<file path="config.mk">
export PLATFORM = sky130hd
export DESIGN_NAME = i2c_target_regfile
export DESIGN_NICKNAME = d
export VERILOG_FILES = /design/src/rtl/i2c_target_regfile.sv
export SDC_FILE = /design/constraint.sdc
export NUM_CORES = 1
export LEC_CHECK = 0
export CORE_MARGIN = 2
export CORE_UTILIZATION = 30
export DETAILED_ROUTE_END_ITERATION = 12
export DONT_BUFFER_PORTS = 1
export GPL_ROUTABILITY_DRIVEN = 0
export PLACE_DENSITY = 0.53
export REMOVE_ABC_BUFFERS = 1
export SKIP_LAST_GASP = 1
export SYNTH_ARGS = -nofsm -noshare
export SYNTH_HDL_FRONTEND = slang
export SYNTH_SLANG_ARGS = --single-unit
</file>
<file path="constraint.sdc">
create_clock -name clk -period 4.23 [get_ports clk]
set_input_delay 0.846 -clock clk [delete_from_list [all_inputs] [get_ports clk]]
set_output_delay 0.846 -clock clk [all_outputs]
set_load 0.01 [all_outputs]
</file>
<file path="src/rtl/i2c_target_regfile.sv">
// I2C target with a byte register file shared with a synchronous host port.
// SDA is open-drain (sda_oe=1 pulls low); SCL is never stretched.
module i2c_target_regfile #(
  parameter logic [6:0] I2C_ADDR    = 7'h50,
  parameter int         NUM_REGS    = 16,
  parameter int         SYNC_STAGES = 2,
  parameter int         FILTER_LEN  = 3
) (
  input  logic       clk,
  input  logic       reset_n,
  input  logic       scl_i,
  input  logic       sda_i,
  output logic       sda_oe,
  input  logic [7:0] host_addr,
  input  logic [7:0] host_wdata,
  input  logic       host_write,
  output logic [7:0] host_rdata,
  output logic       i2c_wr_pulse,
  output logic [7:0] i2c_wr_addr,
  output logic [7:0] i2c_wr_data,
  output logic       busy
);

  // state    | meaning
  // IDLE     | bus free or not addressed
  // ADDR     | shifting in {address, R/W}
  // ADDR_ACK | driving ACK for our address
  // PTR      | shifting in register pointer
  // PTR_ACK  | driving ACK for pointer byte
  // WDATA    | shifting in write data
  // WACK     | driving ACK for write data
  // RDATA    | driving read data, MSB first
  // MACK     | sampling master ACK/NACK
  // WAIT     | master NACKed a read; released until START/STOP
  typedef enum logic [3:0] {
    ST_IDLE, ST_ADDR, ST_ADDR_ACK, ST_PTR, ST_PTR_ACK,
    ST_WDATA, ST_WACK, ST_RDATA, ST_MACK, ST_WAIT
  } state_t;

  localparam int IDX_W = (NUM_REGS > 1) ? $clog2(NUM_REGS) : 1;
  localparam int FCW   = (FILTER_LEN > 1) ? $clog2(FILTER_LEN) : 1;

  state_t state, state_nx;

  logic [SYNC_STAGES-1:0] scl_sync, sda_sync;
  logic [FCW-1:0]         scl_cnt, sda_cnt;
  logic                   scl_f, sda_f, scl_d, sda_d;
  logic                   scl_rise, scl_fall, start_c, stop_c;

  logic [3:0] bit_cnt;
  logic [7:0] shreg, tx, pointer;
  logic       rw, mack_nack;
  logic [7:0] regs [NUM_REGS];

  logic       shifting, byte_done, addr_hit, ptr_ok, host_ok;
  logic [7:0] rd_val;

  always_ff @(posedge clk or negedge reset_n) begin
    if (!reset_n) begin
      scl_sync <= '1;
      sda_sync <= '1;
      scl_f    <= 1'b1;
      sda_f    <= 1'b1;
      scl_d    <= 1'b1;
      sda_d    <= 1'b1;
      scl_cnt  <= FCW'(FILTER_LEN - 1);
      sda_cnt  <= FCW'(FILTER_LEN - 1);
    end else begin
      scl_sync <= {scl_sync[SYNC_STAGES-2:0], scl_i};
      sda_sync <= {sda_sync[SYNC_STAGES-2:0], sda_i};
      scl_d    <= scl_f;
      sda_d    <= sda_f;
      // Down-counter reloads whenever the synced level agrees with the accepted one.
      if (scl_sync[SYNC_STAGES-1] == scl_f) scl_cnt <= FCW'(FILTER_LEN - 1);
      else if (scl_cnt == '0) begin
        scl_f   <= scl_sync[SYNC_STAGES-1];
        scl_cnt <= FCW'(FILTER_LEN - 1);
      end else scl_cnt <= scl_cnt - 1'b1;
      if (sda_sync[SYNC_STAGES-1] == sda_f) sda_cnt <= FCW'(FILTER_LEN - 1);
      else if (sda_cnt == '0) begin
        sda_f   <= sda_sync[SYNC_STAGES-1];
        sda_cnt <= FCW'(FILTER_LEN - 1);
      end else sda_cnt <= sda_cnt - 1'b1;
    end
  end

  assign scl_rise  = scl_f & ~scl_d;
  assign scl_fall  = ~scl_f & scl_d;
  assign start_c   = scl_f & scl_d & sda_d & ~sda_f;
  assign stop_c    = scl_f & scl_d & ~sda_d & sda_f;
  assign shifting  = (state == ST_ADDR) || (state == ST_PTR) ||
                     (state == ST_WDATA) || (state == ST_RDATA);
  assign byte_done = scl_fall && (bit_cnt == 4'd8);
  assign addr_hit  = (shreg[7:1] == I2C_ADDR);
  assign ptr_ok    = int'(pointer) < NUM_REGS;
  assign host_ok   = int'(host_addr) < NUM_REGS;
  assign rd_val    = ptr_ok ? regs[pointer[IDX_W-1:0]] : 8'hFF;

  always_ff @(posedge clk or negedge reset_n) begin
    if (!reset_n) state <= ST_IDLE;
    else          state <= state_nx;
  end

  always_comb begin
    state_nx = state;
    if (stop_c) state_nx = ST_IDLE;
    else if (start_c) state_nx = ST_ADDR;
    else if (scl_fall) begin
      case (state)
        ST_ADDR:     if (byte_done) state_nx = addr_hit ? ST_ADDR_ACK : ST_IDLE;
        ST_ADDR_ACK: state_nx = rw ? ST_RDATA : ST_PTR;
        ST_PTR:      if (byte_done) state_nx = ST_PTR_ACK;
        ST_PTR_ACK:  state_nx = ST_WDATA;
        ST_WDATA:    if (byte_done) state_nx = ST_WACK;
        ST_WACK:     state_nx = ST_WDATA;
        ST_RDATA:    if (byte_done) state_nx = ST_MACK;
        ST_MACK:     state_nx = mack_nack ? ST_WAIT : ST_RDATA;
        default:     state_nx = state;
      endcase
    end
  end

  always_ff @(posedge clk or negedge reset_n) begin
    if (!reset_n) begin
      sda_oe       <= 1'b0;
      busy         <= 1'b0;
      i2c_wr_pulse <= 1'b0;
      i2c_wr_addr  <= '0;
      i2c_wr_data  <= '0;
      host_rdata   <= '0;
      pointer      <= '0;
      bit_cnt      <= '0;
      shreg        <= '0;
      tx           <= '0;
      rw           <= 1'b0;
      mack_nack    <= 1'b0;
      for (int i = 0; i < NUM_REGS; i++) regs[i] <= '0;
    end else begin
      i2c_wr_pulse <= 1'b0;
      if (start_c || (state_nx != state)) bit_cnt <= '0;
      else if (scl_rise && shifting)      bit_cnt <= bit_cnt + 4'd1;
      if (scl_rise && shifting) shreg <= {shreg[6:0], sda_f};
      if (scl_rise && (state == ST_MACK)) mack_nack <= sda_f;

      if (stop_c) begin
        sda_oe <= 1'b0;
        busy   <= 1'b0;
      end else if (start_c) begin
        sda_oe <= 1'b0;
      end else if (scl_fall) begin
        case (state)
          ST_ADDR: if (bit_cnt == 4'd8) begin
            if (addr_hit) begin
              sda_oe <= 1'b1;
              busy   <= 1'b1;
              rw     <= shreg[0];
            end else busy <= 1'b0;
          end
          ST_ADDR_ACK, ST_MACK: begin
            // Read byte is frozen here so host writes mid-byte do not tear it.
            if ((state == ST_ADDR_ACK) ? rw : !mack_nack) begin
              sda_oe <= ~rd_val[7];
              tx     <= {rd_val[6:0], 1'b1};
            end else sda_oe <= 1'b0;
          end
          ST_PTR: if (bit_cnt == 4'd8) begin
            pointer <= shreg;
            sda_oe  <= 1'b1;
          end
          ST_PTR_ACK, ST_WACK: sda_oe <= 1'b0;
          ST_WDATA: if (bit_cnt == 4'd8) begin
            sda_oe  <= 1'b1;
            pointer <= pointer + 8'd1;
            if (ptr_ok) begin
              regs[pointer[IDX_W-1:0]] <= shreg;
              i2c_wr_pulse <= 1'b1;
              i2c_wr_addr  <= pointer;
              i2c_wr_data  <= shreg;
            end
          end
          ST_RDATA: begin
            if (bit_cnt == 4'd8) begin
              sda_oe  <= 1'b0;
              pointer <= pointer + 8'd1;
            end else begin
              sda_oe <= ~tx[7];
              tx     <= {tx[6:0], 1'b1};
            end
          end
          default: sda_oe <= 1'b0;
        endcase
      end

      // Host write is last so it overrides a same-cycle bus write.
      if (host_write && host_ok) regs[host_addr[IDX_W-1:0]] <= host_wdata;
      host_rdata <= host_ok ? regs[host_addr[IDX_W-1:0]] : 8'hFF;
    end
  end

endmodule

</file>
After elaboration in Yosys (flattened, before gate mapping)
Cells that the tools add are included.
- output and inout port bits: 27
- logic and storage cells: 185
- register bits after elaboration: 201
- equality and inequality tests: 21
- muxes and demuxes: 66
- $lt $le $gt $ge: 6
- reduce and logical (&&, ||, !) cells: 32
- add/sub/neg operators: 4
- bitwise logic cells: 19
- operators with widths (cell ; count):
    2-to-1 mux 128 bit ; 7
    bitwise mux 128 bit ; 2
    2-to-1 mux 8 bit ; 12
    binary-select mux 8 bit (select 4 bit) ; 2
    demux 8 bit (select 4 bit) ; 2
    2-to-1 mux 4 bit ; 10
    case mux 8 bit (2 select lines) ; 2
    case mux 4 bit (7 select lines) ; 1
    AND reduction 6 bit ; 4
    2-to-1 mux 1 bit ; 21
    equality test 4 x 3 -> 1 bit (second input constant) ; 4
    < comparator 8 x 5 -> 1 bit (second input constant) ; 2
    nonzero test 2 bit ; 6
    >= comparator 5 bit (second input constant) ; 2
    < comparator 5 x 1 -> 1 bit (second input constant) ; 2
    2-to-1 mux 2 bit ; 5
    NOT 1 bit ; 10
    NOT 4 -> 5 bit ; 2
    adder 8 x 1 -> 8 bit (second input constant) ; 1
    equality test 4 x 2 -> 1 bit (second input constant) ; 2
    equality test 4 bit (second input constant) ; 2
    AND reduction 4 bit ; 2
    OR reduction 2 bit ; 4
    AND 1 bit ; 7
    other kinds (19) ; 34

Logic depth before layout (Yosys ltp)
- word-level depth: 14
- depth in mapped cells: 8
- depth with buffers taken out: 7

Least setup slack after synthesis
OpenSTA, ideal clock, no wires.
- kind: input port to flip-flop
- start: in host_addr[0]
- end: reg host_rdata[0]
- cell stages on the path: 5
- path slack: 1595 ps
- arrival: 2504 ps
- buffers on the path: 2
- setup time: 130 ps
- path through: buf_2 buf_2 mux4_2 mux4_2 nand2b_1
- word-level cells in the longest chain between the ends: 5
- elaborated cells on any way between the ends: 6
- classes of those cells: order compare (1); mux (4); bitwise (1)
- RTL lines (element ; line ; text):
    start: declaration ; 14 ; input logic [7:0] host_addr,
    NOT 4 -> 5 bit (implied by the code) ; 196 ; host_rdata <= host_ok ? regs[host_addr[IDX_W-1:0]] : 8'hFF;
    binary-select mux 8 bit (select 4 bit) ; 196 ;
    2-to-1 mux 8 bit (implied by the code) (2 in series) ; 196 ;
    2-to-1 mux 8 bit * ; 196 ;
    end signal: assignment ; 196 ;
    end: declaration ; 17 ; output logic [7:0] host_rdata,
Every way passes the cells marked *; elsewhere a longest branch is shown, timed or not. The select of a mux whose other input is x is not followed.
A chain may end at the register's enable or synchronous reset.

Final worst setup path
- start: reg state[0]
- end: reg regs[14] (netlist name)
- word-level cells in the longest chain between the ends: 7
- RTL lines (element ; line ; text):
    start: declaration ; 43 ; state_t state, state_nx;
    start signal: assignment ; 101 ; else state <= state_nx;
    equality test 4 x 3 -> 1 bit * ; 151 ; case (state)
    2-to-1 mux 128 bit * ; 151 ;
    2-to-1 mux 128 bit * ; 150 ; end else if (scl_fall) begin
    2-to-1 mux 128 bit * ; 148 ; end else if (start_c) begin
    2-to-1 mux 128 bit * ; 145 ; if (stop_c) begin
    bitwise mux 128 bit ; 195 ; if (host_write && host_ok) regs[host_addr[IDX_W-1:0]] <= host_wdata;
    2-to-1 mux 128 bit * ; 195 ;
    end signal: indexed assignment ; 175 ; regs[pointer[IDX_W-1:0]] <= shreg;
    end signal: indexed assignment ; 195 ;
    end: declaration ; 53 ; logic [7:0] regs [NUM_REGS];
Every way passes the cells marked *; elsewhere a longest branch is shown, timed or not.

==> key figures <==
Run status
  – Status: finished clean

Place
  – Dpl cells: 1,475
  – Place WS: 1430 ps
  – IO Port Bufs: 0
  – Hpwl dp: 22,200 um

Layout
  – Ant. Diodes: 0
  – Area Growth Syn to Fin: 10.1%
  – Layout Nets: 1,023
  – Fin util: roughly a third
  – Non-Filler Instances: approximately 1,500
  – Share of layout cells above drive strength 1: 17.2%
  – Fill cells: 3,864

Timing
  – TNS Setup: 0 ps
  – Final worst slack: 1370 ps
  – Achievable Freq: 350 MHz
  – Tmin final: 2860 ps
  – Fin Hold WS: 31.6 ps
  – Relative slew slack: 25.0%
  – Final Cycle Share: 67.5%
  – Worst slew pin tran: 1120 ps
  – Fin Clk Skew: 7.36 ps
  – Pins Over Slew Limit: 0
  – Final setup fails: 0
  – RSZ-0062 raised after global routing: no
  – Fin. Hold Viols: 0

Route
  – Wire length per cell: 23.0 um
  – Via density: approximately 5.4
  – Routed via count: ~8,300
  – Antenna-violating nets left: 0
  – Drt drc: 0
  – Final WL: 34,900 um
  – DRT Pass-1 Iters: 5
  – DR iter-0 viols: approximately 730

Clocking
  – CTS tree: yes
  – Worst-Skew Late Latency: 530 ps
  – Longest Clk Path Bufs: 3
  – Reg clk slew, reported paths: 60 ps
  – Cts bufs inserted: 24
  – Post-CTS sizing: 0
  – Num Clock Sinks: 201
  – CTS H-tree lvls: 1
  – CTS Root Buffer Type: clkbuf_16

Setup path
  – Buf/Inv on CP: 1
  – WS Path Type: flop to flop
  – Arr. time, crit path: about 3200 ps
  – Delay-heaviest family, CP: simple AND/OR/NAND/NOR gates
  – Worst Setup End Kind: flop
  – Setup crit start: state[0]$_DFF_PN0_
  – Setup crit start kind: flop
  – Critical R2R Launch: state[0]$_DFF_PN0_
  – Worst R2R Setup Slack: 1370 ps
  – Crit path max fanout: 28
  – Cell Chain, Critical Path: nand4b_1 -> nor4_4 -> buf_4 -> and3_1 -> mux2i_1 -> a21oi_1
  – Critical-path top delay cell: dfrtp_1
  – CP required: around 4600 ps
  – Largest stage delay, worst path: 650 ps

Die
  – Die area: 40,200 um^2
  – Core area: 37,800 um^2
  – Die W: 201 um
  – I/O pin cnt: 48
  – Initial core utilization: 30.6%
  – Die Height: 201 um
  – Site Rows: 71

Global route
  – First-pass GRT wire length: 53,800 um
  – GRT overflow: 0
  – Largest net degree at the start of global routing: 202
  – GRT Overall Usage: 17.3%
  – Vias in the first global route: 8,085
  – Initial antenna violation count: 2

Pwr
  – Leakage: about 5.2 nW
  – Peak supply drop: 0.194 mV
  – Cell Pwr Density: 429 nW/um^2

Hold path
  – Type of the most critical hold path: input port to asynchronous set/reset pin

Yosys
  – Ranking of synthesized cells by area: dfrtp_1 (41%), mux4_2 (13%), mux2i_1 (13%)
  – Mapped Area: 11,600 um^2
  – Cell taking the most area after synthesis: dfrtp_1
  – Most frequent cells after synthesis: dfrtp_1 (191), mux2i_1 (146), nor2_1 (120)
  – Post-synth top flop: dfrtp_1
  – Post-synthesis cell count: ~1,100
  – Syn Area/Cell: 11.0 um^2
  – Ys async rst share: 100%
  – Cell variety after synth: 63
  – EDFF count, synth: 0
  – Ys Warns: 0
  – Top cell type's share of synthesized area: 41.2%
  – Seq/Total Area, Yosys: 43.5%
  – Count of state elements after synthesis: around 200
  – Count leader, synth: dfrtp_1

Run
  – Max-Cap Viols: 0
==> logic make-up after synthesis <==
family                   share of synthesized area (%)
AO/OA/AOI/OAI                                     10.3
XOR/XNOR                                         0.529
adder cells (fa/ha/maj)                           1.08
buffers and inverters                             4.07
flip-flops                                        43.5
multiplexers                                      27.7
AND/OR/NAND/NOR                                   12.9
==> worst reg2reg max path, cell delays in order (launching register included) <==
cell and delay (ps):
dfrtp_1 650, nand4b_1 280, nor4_4 290, buf_4 470, and3_1 650, mux2i_1 260, a21oi_1 100
==> registers in the layout, summed over array words and instances, names as in the netlist <==
signal / cells
sda_cnt: 2
i2c_wr_data: 8
scl_f: 1
scl_sync: 2
mack_nack: 1
bit_cnt: 4
sda_sync: 2
rw: 1
scl_d: 1
tx: 8
pointer: 8
host_rdata: 8
state: 4
scl_cnt: 2
i2c_wr_addr: 8
busy: 1
sda_f: 1
i2c_wr_pulse: 1
sda_d: 1
regs: 128
sda_oe: 1
shreg: 8
==> path summary, 6_finish.rpt <==
check	cells past startpoint	to
max in group asynchronous	1	i2c_wr_data[0]$_DFFE_PN0P_
hold reg to reg	0	sda_sync[1]$_DFF_PN1_
setup / recovery	6	regs[14]$_DFF_PN0_
hold / removal	0	i2c_wr_data[5]$_DFFE_PN0P_
setup reg to reg	6	regs[14]$_DFF_PN0_
min in group clk	0	sda_sync[0]$_DFF_PN1_
==> layout by cell type (no fill, tap or decap), drive strengths merged, types with 10 or more instances in the layout <==
cell,n
dfrtp,191
mux2i,146
nor2,120
a21oi,111
mux4,65
nand2,55
o21ai,41
clkbuf,40
mux2,25
nand3,24
nand2b,14
a211oi,14
buf,14
inv,13
ha,10
dfstp,10
==> layer usage <==
metal	track usage, %	share of wire [%]	vias to the layer above
met3	3.83	7.6	50
met4	3.07	1.7	4
met2	26.3	45	271
met1	25.4	46	4216
li1	-	-	3709
met5	0	0.060	-
==> final cells by class <==
type / count / area [um^2] / area share, %
clock inverters: 3 / 40.0 / 0.314
flip-flops and latches: 201 / 5040 / 39.5
inverters: 13 / 48.8 / 0.382
clock buffers: 40 / 772 / 6.05
repair buffers: 16 / 138 / 1.08
multi-input cells: 736 / 6080 / 47.6
well taps: 511 / 639 / 5.01
==> power by group <==
| group | total (mW) | internal, mW | leakage (nW) | switching [mW] |
|---|---|---|---|---|
| combinational | 0.740 | 0.395 | 2.74 | 0.345 |
| sequential | 2.61 | 2.15 | 2.07 | 0.462 |
| clock | 2.13 | 1.29 | 0.402 | 0.834 |
==> metrics by stage <==
step / total power [mW] / area, um^2
after global routing: 5.73 / 12800
final: 5.48 / 12800
after floorplan: 3.02 / 11200
after global placement: 3.35 / 11900
after detailed placement: 3.37 / 11900
after CTS: 5.51 / 12700
==> repair_timing <==
| action | 4_1_cts | 5_1_grt |
|---|---|---|
| buffers inserted | 0 | 0 |
| endpoints found under the hold margin | 0 | 20 |
| hold buffers | 0 | 2 |
No activity file was read; power rests on OpenSTA's default activity.
